--- config.mk ---
export PLATFORM = sky130hd
export DESIGN_NAME = cpu_bus_arbiter
export DESIGN_NICKNAME = d
export VERILOG_FILES = /design/src/rtl/cpu_bus_arbiter.sv
export SDC_FILE = /design/constraint.sdc
export NUM_CORES = 1
export LEC_CHECK = 0
export BUFFER_PORTS_ARGS = -buffer_cell sky130_fd_sc_hd__buf_4
export CAP_MARGIN = 20
export CORE_AREA = 2 2 106 108
export CTS_CLUSTER_SIZE = 8
export DETAILED_ROUTE_END_ITERATION = 8
export DIE_AREA = 0 0 108 110
export SLEW_MARGIN = 10
export SYNTH_ARGS = -nofsm -noshare
export SYNTH_HDL_FRONTEND = slang
export SYNTH_SLANG_ARGS = --single-unit
--- constraint.sdc ---
create_clock -name cpu_clk_50M -period 2.2 [get_ports cpu_clk_50M]
set_clock_uncertainty 0.1 [all_clocks]
set_input_delay 0.22 -clock cpu_clk_50M [delete_from_list [all_inputs] [get_ports cpu_clk_50M]]
set_output_delay 0.22 -clock cpu_clk_50M [all_outputs]
set_load 0.02 [all_outputs]
--- src/rtl/cpu_bus_arbiter.sv ---
// Arbitrates inst-fetch and load/store onto one SRAM-like bus.
// In-order owner FIFO routes data_ok back to the issuing channel.
module cpu_bus_arbiter #(
  parameter int MAX_OUTSTANDING = 2,
  parameter int STARVE_LIMIT    = 4
) (
  input  logic        cpu_clk_50M,
  input  logic        cpu_rst_n,
  input  logic        inst_req,
  input  logic [31:0] inst_addr,
  output logic        inst_addr_ok,
  output logic        inst_data_ok,
  output logic [31:0] inst_rdata,
  input  logic        data_req,
  input  logic        data_wr,
  input  logic [1:0]  data_size,
  input  logic [31:0] data_addr,
  input  logic [31:0] data_wdata,
  output logic        data_addr_ok,
  output logic        data_data_ok,
  output logic [31:0] data_rdata,
  output logic        bus_req,
  output logic        bus_wr,
  output logic [1:0]  bus_size,
  output logic [31:0] bus_addr,
  output logic [31:0] bus_wdata,
  input  logic        bus_addr_ok,
  input  logic        bus_data_ok,
  input  logic [31:0] bus_rdata,
  output logic        busy
);

  localparam int PW =
    (MAX_OUTSTANDING > 1) ? $clog2(MAX_OUTSTANDING) : 1;
  localparam int CW = $clog2(MAX_OUTSTANDING) + 1;
  localparam int SW = $clog2(STARVE_LIMIT + 1);

  typedef enum logic [1:0] {
    GNT_IDLE,
    GNT_INST,
    GNT_DATA
  } gnt_e;

  gnt_e                 state_q, state_d;
  logic [PW-1:0]        rd_ptr_q, wr_ptr_q;
  logic [CW-1:0]        cnt_q;
  logic [SW-1:0]        starve_q;
  logic [MAX_OUTSTANDING-1:0] own_q;

  logic full, empty;
  logic sel_inst, sel_data;
  logic req_w, push, pop, head;

  function automatic logic [PW-1:0] ptr_inc(
    input logic [PW-1:0] p
  );
    return (p == PW'(MAX_OUTSTANDING - 1)) ?
      '0 : p + 1'b1;
  endfunction

  always_comb begin
    full     = (cnt_q == CW'(MAX_OUTSTANDING));
    empty    = (cnt_q == '0);
    sel_inst = 1'b0;
    sel_data = 1'b0;
    unique case (state_q)
      GNT_INST: sel_inst = 1'b1;
      GNT_DATA: sel_data = 1'b1;
      default: begin
        // full FIFO blocks new grants even if a pop lands now
        if (!full) begin
          if (data_req && !(inst_req &&
              starve_q == SW'(STARVE_LIMIT)))
            sel_data = 1'b1;
          else if (inst_req)
            sel_inst = 1'b1;
        end
      end
    endcase
  end

  assign req_w = (sel_data & data_req) |
                 (sel_inst & inst_req);
  assign push  = req_w & bus_addr_ok;
  assign pop   = bus_data_ok & ~empty;
  assign head  = own_q[rd_ptr_q];

  always_comb begin
    state_d = state_q;
    unique case (state_q)
      GNT_IDLE: begin
        if (sel_data && !bus_addr_ok)
          state_d = GNT_DATA;
        else if (sel_inst && !bus_addr_ok)
          state_d = GNT_INST;
      end
      default: begin
        if (bus_addr_ok)
          state_d = GNT_IDLE;
      end
    endcase
  end

  always_ff @(posedge cpu_clk_50M or negedge cpu_rst_n) begin
    if (!cpu_rst_n) begin
      state_q  <= GNT_IDLE;
      rd_ptr_q <= '0;
      wr_ptr_q <= '0;
      cnt_q    <= '0;
      starve_q <= '0;
      own_q    <= '0;
    end else begin
      state_q <= state_d;
      if (push) begin
        own_q[wr_ptr_q] <= sel_data;
        wr_ptr_q        <= ptr_inc(wr_ptr_q);
      end
      if (pop)
        rd_ptr_q <= ptr_inc(rd_ptr_q);
      if (push && !pop)
        cnt_q <= cnt_q + 1'b1;
      else if (pop && !push)
        cnt_q <= cnt_q - 1'b1;
      if (!inst_req || (push && sel_inst))
        starve_q <= '0;
      else if (push && sel_data &&
               starve_q != SW'(STARVE_LIMIT))
        starve_q <= starve_q + 1'b1;
    end
  end

  // every output is forced low while reset is held
  always_comb begin
    bus_req      = cpu_rst_n & req_w;
    bus_wr       = 1'b0;
    bus_size     = 2'd0;
    bus_addr     = '0;
    bus_wdata    = '0;
    if (cpu_rst_n && sel_data) begin
      bus_wr    = data_wr;
      bus_size  = data_size;
      bus_addr  = data_addr;
      bus_wdata = data_wdata;
    end else if (cpu_rst_n && sel_inst) begin
      bus_size  = 2'd2;
      bus_addr  = inst_addr;
    end
    inst_addr_ok = cpu_rst_n & sel_inst & bus_addr_ok;
    data_addr_ok = cpu_rst_n & sel_data & bus_addr_ok;
    inst_data_ok = cpu_rst_n & pop & ~head;
    data_data_ok = cpu_rst_n & pop & head;
    inst_rdata   = cpu_rst_n ? bus_rdata : '0;
    data_rdata   = cpu_rst_n ? bus_rdata : '0;
  end

  assign busy = (cnt_q != '0);

endmodule

# Word-level counts from Yosys, hierarchy flattened

Index checks and enable logic that the tools add are counted.
W data, S select, Z words.

Register bits after elaboration: 11
Input port bits: 137
Output and inout port bits: 137
Logic and storage cells: 89

$add $sub $neg: 5
Order comparisons: 3
Eq/ne operators: 6
Mux-type cells: 29
Bitwise logic cells: 15
Reduce and logical (&&, ||, !) cells: 25

Operators with widths:

| kind                  | number |
|---|---|
| $mux W32              | 4 |
| $mux W2               | 8 |
| $and A1 B1 Y1         | 12 |
| $logic_and A1 B1 Y1   | 12 |
| $mux W1               | 11 |
| $reduce_bool A2 Y1    | 4 |
| $mux W3               | 2 |
| $ne A3 B3 Y1 const B  | 2 |
| $logic_not A1 Y1      | 5 |
| $eq A2 B2 Y1 const B  | 2 |
| $logic_not A2 Y1      | 2 |
| $lt A1 B2 Y1 const B  | 2 |
| $pmux W1 S2           | 2 |
| $add A3 B1 Y3 const B | 1 |
| $eq A3 B3 Y1 const B  | 1 |
| $add A1 B1 Y1 const B | 2 |
| $add A2 B1 Y2 const B | 1 |
| $bwmux W2             | 1 |
| $eq A2 B1 Y1 const B  | 1 |
| $not A1 Y1            | 2 |
| $reduce_and A2 Y1     | 1 |
| $sub A2 B1 Y2 const B | 1 |
| $demux W1 S1          | 1 |
| $ge A1 B1 Y1 const B  | 1 |
| other kinds (2)       | 2 |

# Depth between registers and ports, before layout

Word-level depth: 14
Depth in mapped cells: 11
Gate-level depth less buffers: 9

# Worst setup path before layout

OpenSTA, ideal clock, no wires.

Path kind: reg-to-output
Start: register state_q[0]
End: output port bus_addr[0]
Arrival: 1.963 ns
Data required time: 1.880 ns
Slack: -0.083 ns
Stages on the path, launching flop included: 10
Path buffers: 3
Path through: dfrtp_1 -> inv_1 -> ha_1 -> buf_2 -> and2_4 -> a41o_4 -> and2_4 -> buf_6 -> buf_6 -> a32o_1

Cells in the longest elaborated chain, start to end: 5
Elaborated cells on any way between the ends: 8
Those cells by class: eq/ne: 2; mux: 4; reduce/logical: 2

RTL lines:

| element                                      | RTL line | text |
|---|---|---|
| start: declaration                           | 44       | `gnt_e state_q, state_d;` |
| start signal: assignment                     | 113      | `state_q <= state_d;` |
| $eq A2 B2 Y1 or $eq A2 B1 Y1 (tied branches) | 66       | `unique case (state_q)` |
| $pmux W1 S2                                  | 66       |  |
| $logic_and A1 B1 Y1                          | 144      | `end else if (cpu_rst_n && sel_inst) begin` |
| $mux W32                                     | 144      |  |
| $mux W32 (*)                                 | 139      | `if (cpu_rst_n && sel_data) begin` |
| end: declaration                             | 25       | `output logic [31:0] bus_addr,` |

Mark *: on every way between the ends. The rest lies on a longest branch, timed or not.

# Final worst setup path

Start: register state_q[1]
End: output port bus_addr[0]

The elaborated chain is that of the path after synthesis.

==> results.md <==
* Status: complete, but fails checks
* Failing checks: setup timing
* Crit path launch type: flip-flop
* Reg-to-Reg Start: state_q[0]$_DFFE_PN0P_
* DR vias/cell at 4.70
* RSZ-0062 raised after global routing: yes
* Commonest non-fill, non-tap cell in the layout: buf_4
* Worst R2R Path Depth at 8
* Reg-to-reg slack, setup at -0.06 ns
* Vias after detailed routing at 2,991
* Post-DP HPWL at 8.23 mm
* Fmax at 436 MHz
* 1st-pass router iterations at 4
* Hold Path Cell Cnt at 2
* Post-Route WL at 11.1 mm
* GRT Resource Usage Total at 16.1%
* Initial antenna violation count at 0
* H-tree levels at 1
* Total I/O pin count at 274
* Setup ws final at -0.0952 ns
* Capturing point of the worst reg2reg path: starve_q[2]$_DFFE_PN0P_
* Core area at 0.0107 mm²
* Met1 Track Usage GR at 17.2%
* Worst Path Max Fanout at 16
* Busiest grt layer: met2
* Worst Min Path Start: bus_addr_ok
* CP Data Arrival Time at 1.98 ns
* Placed inst area at 0.00395 mm²
* Die H at 110 µm
* Crit path capture type: primary output
* Syn_area_per_cell at 7.96 µm²
* Post-synth EDFFs at 0
* Die ar. at 0.0119 mm²
* Layout cells sized above 1 at 78.5%
* Mapped Area at 0.00194 mm²
* RePlAce Congestion at 0.827
* Wire per inst at 17.4 µm
* Clk pin slew, worst setup/hold paths at 0.06 ns
* DR DRC count at 0
* Pwr Total at 5.47 mW
* Final setup vio count at 71
* Hold EP: state_q[0]$_DFFE_PN0P_
* Longest Clk Path Bufs at 2
* Commonest cells after routing, fill and taps aside: buf_4, buf_6, and2_1, a32o_2, and3_4
* IO Port Bufs at 273
* CTS tree: done
* Growth of design area from synthesis to finish at 145%
* Final Cell Area at 0.00476 mm²
* Slew Limit Fails at 0
* P_leak at 2.52 nW
* First-pass GRT wire length at 15.0 mm
* Synthesized instance count at 244
* Pwr dens at 1150 mW/mm²
* Distinct cell type count after synthesis at 42
* Total CTS buffers at 3
* Final std cells w/o fill at 637
* CTS sink cnt at 11
* Met2 Resource Use GR at 31.9%
* Seq/Total Area, Yosys at 14.2%
* Met3 GRT Util at 2.65%
* Initial DRC count at 106
* # diodes at 0
* Post-synth ARST share at 100%
* Crit. Startpoint: state_q[1]$_DFFE_PN0P_
* Post-synth top flop: dfrtp_1
* Max-Cap Viols at 0
* Tmin final at 2.30 ns
* Period Utilization, post-route at 104%
* Worst Tran Pin Value at 0.503 ns
* Cells after DPL at 611
* Largest net degree at the start of global routing at 42
* Hold Violations, Final at 0
* Number of synthesis warnings at 0
* #FFs+latches synth at 11
* Max-slew headroom at 66.1%
* Peak supply drop at 695 µV
* Die width at 108 µm
* Root buf cell: clkbuf_8
* Vias in the first global route at 2,890
* Initial Util at 18.2%
* Post-Syn Nets at 387
* Hold Crit Class: primary input to flip-flop
* Antenna-violating nets left at 0
* CP required at 1.88 ns
* Clock latency on the worst-skew pair at 0.24 ns
* Grt ovf at 0
* Layout net count at 641
* Cell Rows at 38
* Setup Crit Path Kind: flip-flop to primary output
[stage by stage]
stage                     worst slack, ns  util, %  setup TNS, ns  hold WS [ns]
after floorplan                  -0.00258        -        -0.0696        -0.176
after global placement             0.0194     36.9              0         0.150
after detailed placement          0.00154     36.9              0         0.151
after CTS                         -0.0854     44.0          -2.71         0.149
after global routing               -0.158     44.5          -7.89         0.176
final                             -0.0952     44.5          -3.74         0.160
[worst max-delay path, stage by stage, from the launching register on]
cell and delay [ns]:
dfrtp_1 0.37, inv_2 0.06, ha_4 0.31, nor2b_4 0.05, a32o_2 0.25, and2_4 0.18, buf_16 0.16, a32o_2 0.22
buf_6 0.13
[worst max path at each step]
stage	to	slack, ns	cells past startpoint
2_1_floorplan	bus_addr[0]	-0.003	9
3_3_place_gp	bus_addr[22]	0.02	7
3_5_place_dp	bus_addr[22]	0.002	7
4_1_cts	bus_addr[2]	-0.09	8
5_1_grt	bus_addr[20]	-0.16	8
6_report	bus_addr[0]	-0.1	8
[kinds of logic after synthesis]
logic type                 after synthesis  share of synthesized area, %
AOI/OAI and AO/OA                       62                          28.0
xor gates and xnor gates                 5                          2.26
adders and majority gates                6                          3.87
and+or+nand+nor                         94                          30.5
DFF                                     11                          14.2
buffers and inverters                   65                          20.7
muxes                                    1                         0.515
[metal layers]
metal | wire [µm] | part of all wire [%] | vias up
met5 | 0 | 0 | -
met4 | 238 | 2.2 | 0
met3 | 1010 | 9.1 | 12
met2 | 6060 | 55 | 186
met1 | 3750 | 34 | 1398
li1 | - | - | 1395
[power breakdown]
part           switching (mW)  internal (mW)
clock                  0.0861          0.128
combinational            2.30           2.59
sequential             0.0688          0.287
total                    2.46           3.01
[state kept, by name (all words and copies together), names as in the netlist]
signal,cells
starve_q,3
cnt_q,2
own_q,2
state_q,2
rd_ptr_q,1
wr_ptr_q,1
[cells in the mapped netlist (2+ instances only)]
cell type	instances	area, µm²
a32o_1	34	340
and2_1	34	213
and3_1	34	213
buf_4	32	240
clkbuf_1	14	52.6
dfrtp_1	11	275
inv_1	8	30.0
a21oi_1	7	35.0
buf_2	7	35.0
ha_1	6	75.1
nand2_1	6	22.5
o31ai_1	5	37.5
buf_6	4	45.0
nor2_1	3	11.3
o21ai_0	3	15.0
xnor2_1	3	26.3
a22oi_1	2	15.0
a31oi_1	2	12.5
and2_4	2	17.5
and3_2	2	15.0
nand4_1	2	12.5
nor3b_1	2	15.0
xor2_1	2	17.5
[timing repair]
action,in CTS,in global routing
resized for setup,121,7
hold buffers,1,0
gates cloned,7,1
pin swaps,26,3
setup endpoints to repair,70,72
buffers inserted,13,0
hold endpoints to repair,11,0
[final cells by class]
| cell class | instances | area (µm²) |
|---|---|---|
| fill | 1045 | 5940 |
| tap | 140 | 175 |
| timing repair buffer | 303 | 2680 |
| multi-input combinational | 171 | 1550 |
| clock buffer | 4 | 45.0 |
| sequential | 11 | 275 |
| inverter | 8 | 30.0 |
Power figures use the tool's default switching activity.
